File: src/rtl/airi5c_dm_runctrl_pkg.sv
// Shared debug-module definitions: DMI register map,
// field positions, abstract command error codes, FSM states.
package airi5c_dm_runctrl_pkg;

  localparam logic [6:0] DM_DMCONTROL  = 7'h10;
  localparam logic [6:0] DM_DMSTATUS   = 7'h11;
  localparam logic [6:0] DM_ABSTRACTCS = 7'h16;
  localparam logic [6:0] DM_COMMAND    = 7'h17;
  localparam logic [6:0] DM_PROGBUF0   = 7'h20;
  localparam logic [6:0] DM_PROGBUF1   = 7'h21;

  localparam int DMC_HALTREQ   = 31;
  localparam int DMC_RESUMEREQ = 30;
  localparam int DMC_NDMRESET  = 1;
  localparam int DMC_DMACTIVE  = 0;

  localparam int CMD_TYPE_LO  = 24;
  localparam int CMD_POSTEXEC = 18;
  localparam int CMD_TRANSFER = 17;

  localparam int ACS_CMDERR_LO = 8;

  localparam logic [2:0] CMDERR_NONE   = 3'd0;
  localparam logic [2:0] CMDERR_BUSY   = 3'd1;
  localparam logic [2:0] CMDERR_NOTSUP = 3'd2;
  localparam logic [2:0] CMDERR_EXCEPT = 3'd3;
  localparam logic [2:0] CMDERR_HALT   = 3'd4;

  localparam logic [3:0] DM_VERSION  = 4'd2;
  localparam logic [4:0] PROGBUFSIZE = 5'd2;

  typedef enum logic [2:0] {
    FSM_IDLE,
    FSM_REQ,
    FSM_WAIT_ACK,
    FSM_RUN,
    FSM_SETTLE
  } absfsm_e;

  function automatic logic [31:0] dmstatus_word(
    input logic halted,
    input logic resack
  );
    return {14'd0, {2{resack}}, 4'd0,
            {2{~halted}}, {2{halted}},
            1'b1, 3'd0, DM_VERSION};
  endfunction

  function automatic logic [31:0] abstractcs_word(
    input logic       busy,
    input logic [2:0] cmderr
  );
    return {3'd0, PROGBUFSIZE, 11'd0, busy,
            1'b0, cmderr, 8'd0};
  endfunction

endpackage

File: src/rtl/airi5c_dm_absfsm.sv
// Abstract command sequencer: validates a command and walks the
// debug ROM through a progbuf execution with timeout and settle.
module airi5c_dm_absfsm
  import airi5c_dm_runctrl_pkg::*;
#(
  parameter int EXEC_SETTLE  = 16,
  parameter int EXEC_TIMEOUT = 1024
) (
  input  logic       clk,
  input  logic       nreset,
  input  logic       i_clr,
  input  logic       i_start,
  input  logic [7:0] i_cmdtype,
  input  logic       i_transfer,
  input  logic       i_postexec,
  input  logic       i_halted,
  input  logic       i_exec_busy,
  output logic       o_busy,
  output logic       o_postexec_req,
  output logic       o_err_valid,
  output logic [2:0] o_err_code
);

  localparam int CMAX = (EXEC_TIMEOUT > EXEC_SETTLE)
                      ? EXEC_TIMEOUT : EXEC_SETTLE;
  localparam int CW = $clog2(CMAX) + 1;
  localparam logic [CW-1:0] TO_LAST = CW'(EXEC_TIMEOUT - 1);
  localparam logic [CW-1:0] ST_LAST = CW'(EXEC_SETTLE - 1);

  absfsm_e       r_state;
  absfsm_e       w_state_nxt;
  logic [CW-1:0] r_cnt;
  logic [CW-1:0] w_cnt_nxt;

  always_ff @(posedge clk or negedge nreset) begin
    if (!nreset) begin
      r_state <= FSM_IDLE;
      r_cnt   <= '0;
    end else begin
      r_state <= w_state_nxt;
      r_cnt   <= w_cnt_nxt;
    end
  end

  always_comb begin
    w_state_nxt = r_state;
    w_cnt_nxt   = r_cnt;
    o_err_valid = 1'b0;
    o_err_code  = CMDERR_NONE;
    if (i_clr) begin
      w_state_nxt = FSM_IDLE;
      w_cnt_nxt   = '0;
    end else begin
      unique case (r_state)
        FSM_IDLE: begin
          if (i_start) begin
            if (!i_halted) begin
              o_err_valid = 1'b1;
              o_err_code  = CMDERR_HALT;
            end else if ((i_cmdtype != 8'd0) || i_transfer) begin
              o_err_valid = 1'b1;
              o_err_code  = CMDERR_NOTSUP;
            end else if (i_postexec) begin
              w_state_nxt = FSM_REQ;
            end
          end
        end
        FSM_REQ: begin
          w_state_nxt = FSM_WAIT_ACK;
          w_cnt_nxt   = '0;
        end
        FSM_WAIT_ACK: begin
          if (i_exec_busy) begin
            w_state_nxt = FSM_RUN;
          end else if (r_cnt == TO_LAST) begin
            o_err_valid = 1'b1;
            o_err_code  = CMDERR_EXCEPT;
            w_state_nxt = FSM_IDLE;
          end else begin
            w_cnt_nxt = r_cnt + 1'b1;
          end
        end
        FSM_RUN: begin
          if (!i_halted) begin
            o_err_valid = 1'b1;
            o_err_code  = CMDERR_EXCEPT;
            w_state_nxt = FSM_IDLE;
          end else if (!i_exec_busy) begin
            w_state_nxt = FSM_SETTLE;
            w_cnt_nxt   = '0;
          end
        end
        FSM_SETTLE: begin
          // ROM needs time to run ebreak and re-enter the park loop
          if (!i_halted) begin
            o_err_valid = 1'b1;
            o_err_code  = CMDERR_EXCEPT;
            w_state_nxt = FSM_IDLE;
          end else if (r_cnt == ST_LAST) begin
            w_state_nxt = FSM_IDLE;
          end else begin
            w_cnt_nxt = r_cnt + 1'b1;
          end
        end
        default: w_state_nxt = FSM_IDLE;
      endcase
    end
  end

  assign o_busy         = (r_state != FSM_IDLE);
  assign o_postexec_req = (r_state == FSM_REQ);

endmodule

File: src/rtl/airi5c_dm_runctrl.sv
// Debug module run control: dmcontrol/dmstatus, halt/resume
// handshake, abstract command status and program buffer.
module airi5c_dm_runctrl
  import airi5c_dm_runctrl_pkg::*;
#(
  parameter int EXEC_SETTLE  = 16,
  parameter int EXEC_TIMEOUT = 1024
) (
  input  logic        clk,
  input  logic        nreset,
  input  logic        i_dmi_en,
  input  logic        i_dmi_wr,
  input  logic [6:0]  i_dmi_addr,
  input  logic [31:0] i_dmi_wdata,
  output logic [31:0] o_dmi_rdata,
  input  logic        i_halted,
  input  logic        i_resume_ack,
  input  logic        i_exec_busy,
  output logic        o_haltreq,
  output logic        o_resume_req,
  output logic        o_postexec_req,
  output logic [31:0] o_progbuf0,
  output logic [31:0] o_progbuf1,
  output logic        o_ndmreset
);

  logic        r_dmactive;
  logic        r_haltreq;
  logic        r_ndmreset;
  logic        r_resume_req;
  logic        r_resumeack;
  logic [2:0]  r_cmderr;
  logic [31:0] r_progbuf0;
  logic [31:0] r_progbuf1;
  logic [31:0] r_rdata;

  logic        w_sel_dmc;
  logic        w_sel_dms;
  logic        w_sel_acs;
  logic        w_sel_cmd;
  logic        w_sel_pb0;
  logic        w_sel_pb1;
  logic        w_wr;
  logic        w_rd;
  logic        w_wr_dmc;
  logic        w_act_nxt;
  logic        w_wr_live;
  logic        w_busy;
  logic        w_fsm_pe;
  logic        w_err_valid;
  logic [2:0]  w_err_code;
  logic        w_start;
  logic        w_busy_err;
  logic        w_resume;
  logic        w_pb_we;
  logic [2:0]  w_cmderr_nxt;
  logic [31:0] w_rdata_nxt;

  assign w_sel_dmc = (i_dmi_addr == DM_DMCONTROL);
  assign w_sel_dms = (i_dmi_addr == DM_DMSTATUS);
  assign w_sel_acs = (i_dmi_addr == DM_ABSTRACTCS);
  assign w_sel_cmd = (i_dmi_addr == DM_COMMAND);
  assign w_sel_pb0 = (i_dmi_addr == DM_PROGBUF0);
  assign w_sel_pb1 = (i_dmi_addr == DM_PROGBUF1);

  assign w_wr     = i_dmi_en & i_dmi_wr;
  assign w_rd     = i_dmi_en & ~i_dmi_wr;
  assign w_wr_dmc = w_wr & w_sel_dmc;

  // Activity after this cycle; a dmactive=0 write clears
  // everything at the very next edge.
  assign w_act_nxt = w_wr_dmc ? i_dmi_wdata[DMC_DMACTIVE]
                              : r_dmactive;
  assign w_wr_live = w_wr & r_dmactive;

  assign w_start = w_wr_live & w_sel_cmd & ~w_busy
                 & (r_cmderr == CMDERR_NONE);
  assign w_busy_err = w_wr_live & w_busy
                    & (w_sel_cmd | w_sel_pb0 | w_sel_pb1);
  assign w_pb_we = w_wr_live & ~w_busy;

  assign w_resume = w_wr_dmc & w_act_nxt
                  & i_dmi_wdata[DMC_RESUMEREQ]
                  & ~i_dmi_wdata[DMC_HALTREQ]
                  & i_halted & ~w_busy & ~r_resume_req;

  airi5c_dm_absfsm #(
    .EXEC_SETTLE  (EXEC_SETTLE),
    .EXEC_TIMEOUT (EXEC_TIMEOUT)
  ) u_absfsm (
    .clk            (clk),
    .nreset         (nreset),
    .i_clr          (~w_act_nxt),
    .i_start        (w_start),
    .i_cmdtype      (i_dmi_wdata[CMD_TYPE_LO +: 8]),
    .i_transfer     (i_dmi_wdata[CMD_TRANSFER]),
    .i_postexec     (i_dmi_wdata[CMD_POSTEXEC]),
    .i_halted       (i_halted),
    .i_exec_busy    (i_exec_busy),
    .o_busy         (w_busy),
    .o_postexec_req (w_fsm_pe),
    .o_err_valid    (w_err_valid),
    .o_err_code     (w_err_code)
  );

  always_comb begin
    w_cmderr_nxt = r_cmderr;
    if (w_wr_live & w_sel_acs) begin
      w_cmderr_nxt = r_cmderr
                   & ~i_dmi_wdata[ACS_CMDERR_LO +: 3];
    end
    if (r_cmderr == CMDERR_NONE) begin
      if (w_err_valid) begin
        w_cmderr_nxt = w_err_code;
      end else if (w_busy_err) begin
        w_cmderr_nxt = CMDERR_BUSY;
      end
    end
  end

  always_comb begin
    w_rdata_nxt = 32'd0;
    unique case (1'b1)
      w_sel_dmc: begin
        w_rdata_nxt[DMC_HALTREQ]  = r_haltreq;
        w_rdata_nxt[DMC_NDMRESET] = r_ndmreset;
        w_rdata_nxt[DMC_DMACTIVE] = r_dmactive;
      end
      w_sel_dms: w_rdata_nxt = dmstatus_word(i_halted, r_resumeack);
      w_sel_acs: w_rdata_nxt = abstractcs_word(w_busy, r_cmderr);
      w_sel_pb0: w_rdata_nxt = r_progbuf0;
      w_sel_pb1: w_rdata_nxt = r_progbuf1;
      default:   w_rdata_nxt = 32'd0;
    endcase
  end

  always_ff @(posedge clk or negedge nreset) begin
    if (!nreset) begin
      r_rdata <= 32'd0;
    end else if (w_rd) begin
      r_rdata <= w_rdata_nxt;
    end
  end

  always_ff @(posedge clk or negedge nreset) begin
    if (!nreset) begin
      r_dmactive   <= 1'b0;
      r_haltreq    <= 1'b0;
      r_ndmreset   <= 1'b0;
      r_resume_req <= 1'b0;
      r_resumeack  <= 1'b0;
      r_cmderr     <= CMDERR_NONE;
      r_progbuf0   <= 32'd0;
      r_progbuf1   <= 32'd0;
    end else if (!w_act_nxt) begin
      r_dmactive   <= 1'b0;
      r_haltreq    <= 1'b0;
      r_ndmreset   <= 1'b0;
      r_resume_req <= 1'b0;
      r_resumeack  <= 1'b0;
      r_cmderr     <= CMDERR_NONE;
      r_progbuf0   <= 32'd0;
      r_progbuf1   <= 32'd0;
    end else begin
      r_dmactive <= 1'b1;
      r_cmderr   <= w_cmderr_nxt;
      if (w_wr_dmc) begin
        r_haltreq  <= i_dmi_wdata[DMC_HALTREQ];
        r_ndmreset <= i_dmi_wdata[DMC_NDMRESET];
      end
      if (w_resume) begin
        r_resume_req <= 1'b1;
        r_resumeack  <= 1'b0;
      end else if (r_resume_req & i_resume_ack) begin
        r_resume_req <= 1'b0;
        r_resumeack  <= 1'b1;
      end
      if (w_pb_we & w_sel_pb0) begin
        r_progbuf0 <= i_dmi_wdata;
      end
      if (w_pb_we & w_sel_pb1) begin
        r_progbuf1 <= i_dmi_wdata;
      end
    end
  end

  assign o_dmi_rdata    = r_rdata;
  assign o_haltreq      = r_haltreq;
  assign o_resume_req   = r_resume_req;
  assign o_postexec_req = w_fsm_pe;
  assign o_progbuf0     = r_progbuf0;
  assign o_progbuf1     = r_progbuf1;
  assign o_ndmreset     = r_ndmreset;

endmodule

File: config.mk
export PLATFORM = sky130hd
export DESIGN_NAME = airi5c_dm_runctrl
export DESIGN_NICKNAME = d
export VERILOG_FILES = /design/src/rtl/airi5c_dm_runctrl_pkg.sv /design/src/rtl/airi5c_dm_absfsm.sv /design/src/rtl/airi5c_dm_runctrl.sv
export SDC_FILE = /design/constraint.sdc
export NUM_CORES = 1
export LEC_CHECK = 0
export CAP_MARGIN = 10
export CORE_MARGIN = 1.5
export CORE_UTILIZATION = 53
export DETAILED_ROUTE_END_ITERATION = 8
export PLACE_DENSITY = 0.95
export SLEW_MARGIN = 20
export SYNTH_ARGS = -nofsm -noshare
export SYNTH_HDL_FRONTEND = slang
export SYNTH_SLANG_ARGS = --single-unit
export TNS_END_PERCENT = 50
File: constraint.sdc
create_clock -name clk -period 6 [get_ports clk]
set_input_delay 1.5 -clock clk [delete_from_list [all_inputs] [get_ports clk]]
set_output_delay 1.5 -clock clk [all_outputs]
set_load 0.05 [all_outputs]
==> results of run 1 <==
-- worst reg2reg max path: cells and delay by family, from the launching register on --
family,cells,cell delay (ns)
compound gates,3,1.11
simple gates,2,0.96
flops,1,0.51
-- how the worst max path moves through the flow --
stage	startpoint	endpoint	depth (start not counted)
floorplan	i_dmi_addr[3]	r_resumeack	5
global placement	i_dmi_addr[2]	o_progbuf1[18]	7
detailed placement	i_dmi_addr[3]	r_resumeack	6
CTS	i_dmi_addr[2]	o_progbuf1[17]	7
global route	i_dmi_addr[2]	o_progbuf0[25]	7
finish	i_dmi_addr[2]	o_progbuf1[17]	7
-- through the flow --
step	power (mW)	cell area [µm²]	worst slack, ns	hold WS [ns]	utilization (%)
after floorplan	1.10	5630	2.92	0.501	-
after global placement	1.20	7130	1.81	0.459	69.0
after detailed placement	1.22	7130	1.72	0.475	69.0
after CTS	2.23	7720	2.15	0.489	74.8
after global routing	2.30	7720	1.89	0.518	74.8
final	2.23	7720	2.00	0.481	74.8
-- cells in the final DEF, fill, tap and decap left out, drive strengths merged, types with 7 or more instances in the layout --
master         count
a21oi             76
a22o              16
a22oi             11
buf               11
clkbuf            17
clkdlybuf4s50    143
dfrtp            118
inv               14
mux2i             24
nand2            172
nand3             16
nor2              17
nor3               7
o21ai             11
o31ai             21
-- registers in the layout, indices dropped and copies added, names as in the netlist --
name,count
r_cmderr,3
o_progbuf1,32
o_dmi_rdata,32
u_absfsm.r_state,3
o_resume_req,1
o_progbuf0,32
r_resumeack,1
u_absfsm.r_cnt,11
o_ndmreset,1
r_dmactive,1
o_haltreq,1
-- power breakdown --
part / internal [mW] / leakage [nW] / switching, mW / total (mW)
clock: 0.610 / 0.291 / 0.415 / 1.02
sequential: 0.829 / 1.63 / 0.0497 / 0.878
combinational: 0.130 / 1.33 / 0.200 / 0.331
total: 1.57 / 3.26 / 0.665 / 2.23
-- cells by family after synthesis --
group / synth area share (%)
AOI/OAI and AO/OA: 18.1
buffers and inverters: 3.75
adders and majority gates: 0.222
xor gates and xnor gates: 0.156
muxes: 4.66
DFF: 52.4
and+or+nand+nor: 20.6
-- layer usage --
metal	track usage (%)	vias to the layer above
met5	0	-
met4	18.9	0
met3	6.44	100
met2	55.5	460
met1	40.9	2734
li1	-	2438
-- area by class of cell --
| cell class | count | area share, % |
|---|---|---|
| flip-flops and latches | 118 | 38.2 |
| well taps | 136 | 2.20 |
| clock buffers | 17 | 5.36 |
| clock inverters | 15 | 2.33 |
| multi-input cells | 448 | 32.1 |
| repair buffers | 154 | 19.6 |
| inverters | 4 | 0.194 |
==> impl_metrics.ini, run 1 <==
[critical_path]
crit-reg2reg-capture = u_absfsm.r_cnt[8]
worst_path_largest_cell_delay_ns = 0.88
worst_ep_arrival_time_ns = 4.41
critical-path-top-delay-family = simple AND/OR/NAND/NOR gates
criticalPathCategory = in -> reg
regToRegStartpoint = u_absfsm.r_state[0]
critical_path.endpoint_type = flip-flop
cp_max_fo = 27
slowest_stage = sky130_fd_sc_hd__and2_1
crit_buf_inv = 2
reg2reg_depth = 5
worstPathRequired_ns = 6.41
path_cells = clkdlybuf4s50_1, nor4b_1, and2_1, and3_1, buf_4, nand2_1, a21oi_1
r2r_slack_ns = 3.36
worst_setup_path_start_kind = input pin

[outcome]
run_status = finished clean

[synth]
synth_top_cells_by_area = sky130_fd_sc_hd__dfrtp_1 (52%), sky130_fd_sc_hd__nand2_1 (11%), sky130_fd_sc_hd__a21oi_1 (6.8%)
synth-seq-area-share_pct = 52.4
yosysWarningCount = 0
syn-instance-count = 617
post_synth_top_area_share_pct = 52.4
ys_async_sr_fraction_pct = 100
post_synth_instance_area_um2 = 5630
synthesized_flop_and_latch_total = 118
synthDistinctLibCells = 52
synthesis.nets = 664
yosysMostFrequentCell = sky130_fd_sc_hd__nand2_1
synth_top_cells_by_count = sky130_fd_sc_hd__nand2_1 (172), sky130_fd_sc_hd__dfrtp_1 (118), sky130_fd_sc_hd__a21oi_1 (76)
synth_edf_count = 0
synth_area_leader_cell = sky130_fd_sc_hd__dfrtp_1
synthFlopType = sky130_fd_sc_hd__dfrtp_1
synth.avg_cell_area_um2 = 9.13

[floorplan]
floorplan.die_area_um2 = 11300
die-height_um = 106
num_io_pins = 146
starting_density_of_the_core_pct = 54.6
core_region_area_um2 = 10300
die_width_um = 106
rows = 37

[global_route]
antenna_found_initial = 0
track_usage_pct = 33.4
first_global_vias = 5556
grt_first_pass_wirelength_um = 29000
global_route.overflow_total = 0
pin_count_of_the_biggest_net_entering_global_routing = 76

[sta]
maxSlewHeadroom_pct = 30.0
post-route-min-period_ns = 4.00
setup-tns-final_ns = 0
post-route-period-util_pct = 66.7
setup_viol_count_final = 0
hold_violations = 0
highest_clock_frequency_the_design_can_meet_ghz = 0.250
rsz0062_at_grt = false
worst_slew_pin_slew_ns = 1.05
timing_max_transition_violations_final = 0
final.setup_skew_ns = 0.00936

[clocking]
tritoncts_clock_tree = done
post_cts_resize_count = 0
cts_max_level = 4
clkSinkCount = 118
clkLatencyLatePin_ns = 0.51
cts_hold_repair.buffers = 0
cts_inserted_buffers = 17
clock_tree.buffer_depth = 2
cts-root-buf = sky130_fd_sc_hd__clkbuf_8
cts.clk_slew.worst_paths_ns = 0.06
cts_setup_buffers = 0

[min_path]
whs_endpoint = o_dmi_rdata[22]
timing.hold.worst_path_depth = 2
worst_hold_startpoint = o_dmi_rdata[22]
min-delay-path-class = reg -> reg

[drt]
first_pass_iters = 8
vias_per_cell = 6.43
ant_nets = 0
wl_met2_um = 9170
top_layer_used = met4
met3_wirelength_um = 1650
met1Wirelength_um = 6750
route.detailed.wl_per_inst_um = 20.8
drt_wl_total_um = 18500
detail_route.drc_violations = 0
dr.first_iter.drc_count = 757
detailroute.via_count = 5732

[cells_and_area]
area_of_the_multi_input_gates_um2 = 2480
layout.nets = 790
sequential_cell_area_um2 = 2950
num_antenna_cells = 0
n_fill_cell = 619
drive_gt1_share_pct = 6.88
area_growth_syn_to_layout_pct = 37.1
layoutNonFillerInstCount = 892

[run]
drv_cap = 0

[place]
dp_cells = 860
gp_congestion = 0.917
detailed_place_hpwl_um = 11800
io_buffer_count = 145

[power]
leakage_nw = 3.26
power-per-cell-area_nw_per_um2 = 289
worst_ir_drop_vdd_uv = 188
(Power assumes the default switching activity.)
==> inputs of run 2 (changes only) <==
Settings changed: CORE_UTILIZATION 53 to 49, PLACE_DENSITY 0.95 to 0.89.
Clock period 6 ns to 3.69 ns, I/O delays scaled along.
==> run 2 against run 1 <==
  * Critical path depth is 4 lower
  * Largest power group unchanged
  * Highest routed layer unchanged
  * Worst hold slack worse by 0.0069 ns
  * Die area is 7.9% higher
  * Critical path type is now reg -> out
  * Clock skew is 0.00051 ns higher
  * Final cell count is 1.7% higher
  * Worst setup slack worse by 1.4 ns
==> impl_metrics.ini, run 2 (same netlist as run 1, synthesis figures left out) <==
[place]
gp_congestion = 0.911
place_worst_setup_slack_ns = 0.481
postPlaceCellArea_um2 = 7240
detailed_place_hpwl_um = 11900
io_buffer_count = 145

[drt]
detail_route.drc_violations = 0
dr.first_iter.drc_count = 597
first_pass_iters = 5
vias_per_cell = 6.15
ant_nets = 0
detailroute.via_count = 5575
route.detailed.wl_per_inst_um = 19.3
drt_wl_total_um = 17500

[critical_path]
critical-path-top-delay-family = buffers and inverters
worst_ep_arrival_time_ns = 2.16
worst_setup_path_start_kind = flip-flop
slowest_stage = sky130_fd_sc_hd__clkdlybuf4s50_1
worstPathRequired_ns = 2.77
path_cells = nand2b_1, nor2_1, clkdlybuf4s50_1
criticalPathCategory = reg -> out
worst_path_largest_cell_delay_ns = 0.84
crit_buf_inv = 1
cp_max_fo = 13
critical_path.endpoint_type = output pin

[sta]
highest_clock_frequency_the_design_can_meet_ghz = 0.324
setup_viol_count_final = 0
finalHoldWorstSlack_ns = 0.474
hold_violations = 0
maxSlewHeadroom_pct = 43.2
final.setup_skew_ns = 0.00988
rsz0062_at_grt = false
postLayoutSetupSlackWorst_ns = 0.608
post-route-period-util_pct = 83.5
setup-tns-final_ns = 0
post-route-min-period_ns = 3.08
worst_slew_pin_slew_ns = 0.852
timing_max_transition_violations_final = 0

[clocking]
cts-root-buf = sky130_fd_sc_hd__clkbuf_16
cts_hold_repair.buffers = 0
cts_max_level = 4
clkLatencyLatePin_ns = 0.41
clock_tree.buffer_depth = 2
cts_setup_buffers = 0
cts_inserted_buffers = 17
tritoncts_clock_tree = done
post_cts_resize_count = 0
clkSinkCount = 118
cts.clk_slew.worst_paths_ns = 0.06

[cells_and_area]
layout.nets = 801
drive_gt1_share_pct = 8.09
design_area_um2 = 7790
layout_commonest_cell = sky130_fd_sc_hd__nand2_1
final_core_util_pct = 70.6
area_growth_syn_to_layout_pct = 38.3
layout.cells.most_common_list = sky130_fd_sc_hd__nand2_1 (172), sky130_fd_sc_hd__clkdlybuf4s50_1 (143), sky130_fd_sc_hd__dfrtp_1 (118)
n_fill_cell = 838

[global_route]
grt_first_pass_wirelength_um = 27300
antenna_found_initial = 1
track_usage_pct = 29.9
global_route.overflow_total = 0
first_global_vias = 5401
pin_count_of_the_biggest_net_entering_global_routing = 75

[floorplan]
die_width_um = 110
core_region_area_um2 = 11000
num_io_pins = 146
die-height_um = 110
rows = 38
floorplan.die_area_um2 = 12100
starting_density_of_the_core_pct = 51.1

[outcome]
run_status = finished clean

[power]
leakage_nw = 3.29
power-per-cell-area_nw_per_um2 = 446
worst_ir_drop_vdd_uv = 376

[min_path]
min-delay-path-class = reg -> reg

[run]
drv_cap = 0
-- run 2: changes by cell type in the layout (fill, tap and decap cells not counted), moves of 2 or more --
cell | before | now
sky130_fd_sc_hd__buf_12 | 0 | 2
sky130_fd_sc_hd__buf_4 | 10 | 19
sky130_fd_sc_hd__bufinv_16 | 2 | 0
sky130_fd_sc_hd__clkbuf_8 | 1 | 3
sky130_fd_sc_hd__clkinv_2 | 0 | 3
sky130_fd_sc_hd__clkinvlp_4 | 1 | 5
sky130_fd_sc_hd__inv_6 | 7 | 0
sky130_fd_sc_hd__inv_8 | 3 | 0
-- run 2: report_power, final --
| group | total [mW] | switching [mW] | internal, mW |
|---|---|---|---|
| sequential | 1.43 | 0.0839 | 1.35 |
| clock | 1.49 | 0.584 | 0.904 |
| combinational | 0.554 | 0.328 | 0.226 |
-- run 2: path summary, 6_finish.rpt --
| path | from | to | slack (ns) | cells past startpoint |
|---|---|---|---|---|
| min in group asynchronous | nreset | o_progbuf1[15] | 0.62 | 1 |
| max in group asynchronous | nreset | o_dmi_rdata[26] | 2.31 | 2 |
| hold reg to reg | o_dmi_rdata[28] | o_dmi_rdata[28] | 0.47 | 2 |
| setup reg to reg | u_absfsm.r_cnt[1] | u_absfsm.r_cnt[0] | 1.37 | 6 |
| setup / recovery | u_absfsm.r_state[0] | o_postexec_req | 0.61 | 3 |
| hold / removal | o_dmi_rdata[28] | o_dmi_rdata[28] | 0.47 | 2 |
-- run 2: routing by layer --
metal	vias to the layer above	part of all wire, %	track usage [%]
met5	-	0	0
met1	2717	38	36.7
li1	2451	-	-
met2	350	51	51.6
met4	0	3.1	11.4
met3	57	8.6	6.58
-- run 2: area by class of cell --
class | count | area (µm²) | share of cell area, %
Antenna cell | 1 | 2.50 | 0.0321
Clock buffer | 20 | 467 | 5.99
Clock inverter | 11 | 78.8 | 1.01
Inverter | 4 | 15.0 | 0.193
Multi-Input combinational cell | 448 | 2480 | 31.8
Sequential cell | 118 | 2950 | 37.9
Tap cell | 140 | 175 | 2.25
Timing Repair Buffer | 165 | 1620 | 20.8
-- run 2: worst reg2reg max path, delay by kind of cell, from the launching register on --
kind | cells | cell delay, ns
compound gates | 1 | 0.26
fa+ha+maj | 1 | 0.21
flops | 1 | 0.38
mux | 1 | 0.29
simple gates | 3 | 1.07
-- run 2: per-stage QoR --
stage / cells / total power [mW]
2_1_floorplan: 617 / 1.78
3_3_place_gp: 875 / 1.98
3_5_place_dp: 875 / 2.00
4_1_cts: 906 / 3.48
5_1_grt: 907 / 3.60
6_report: 907 / 3.47
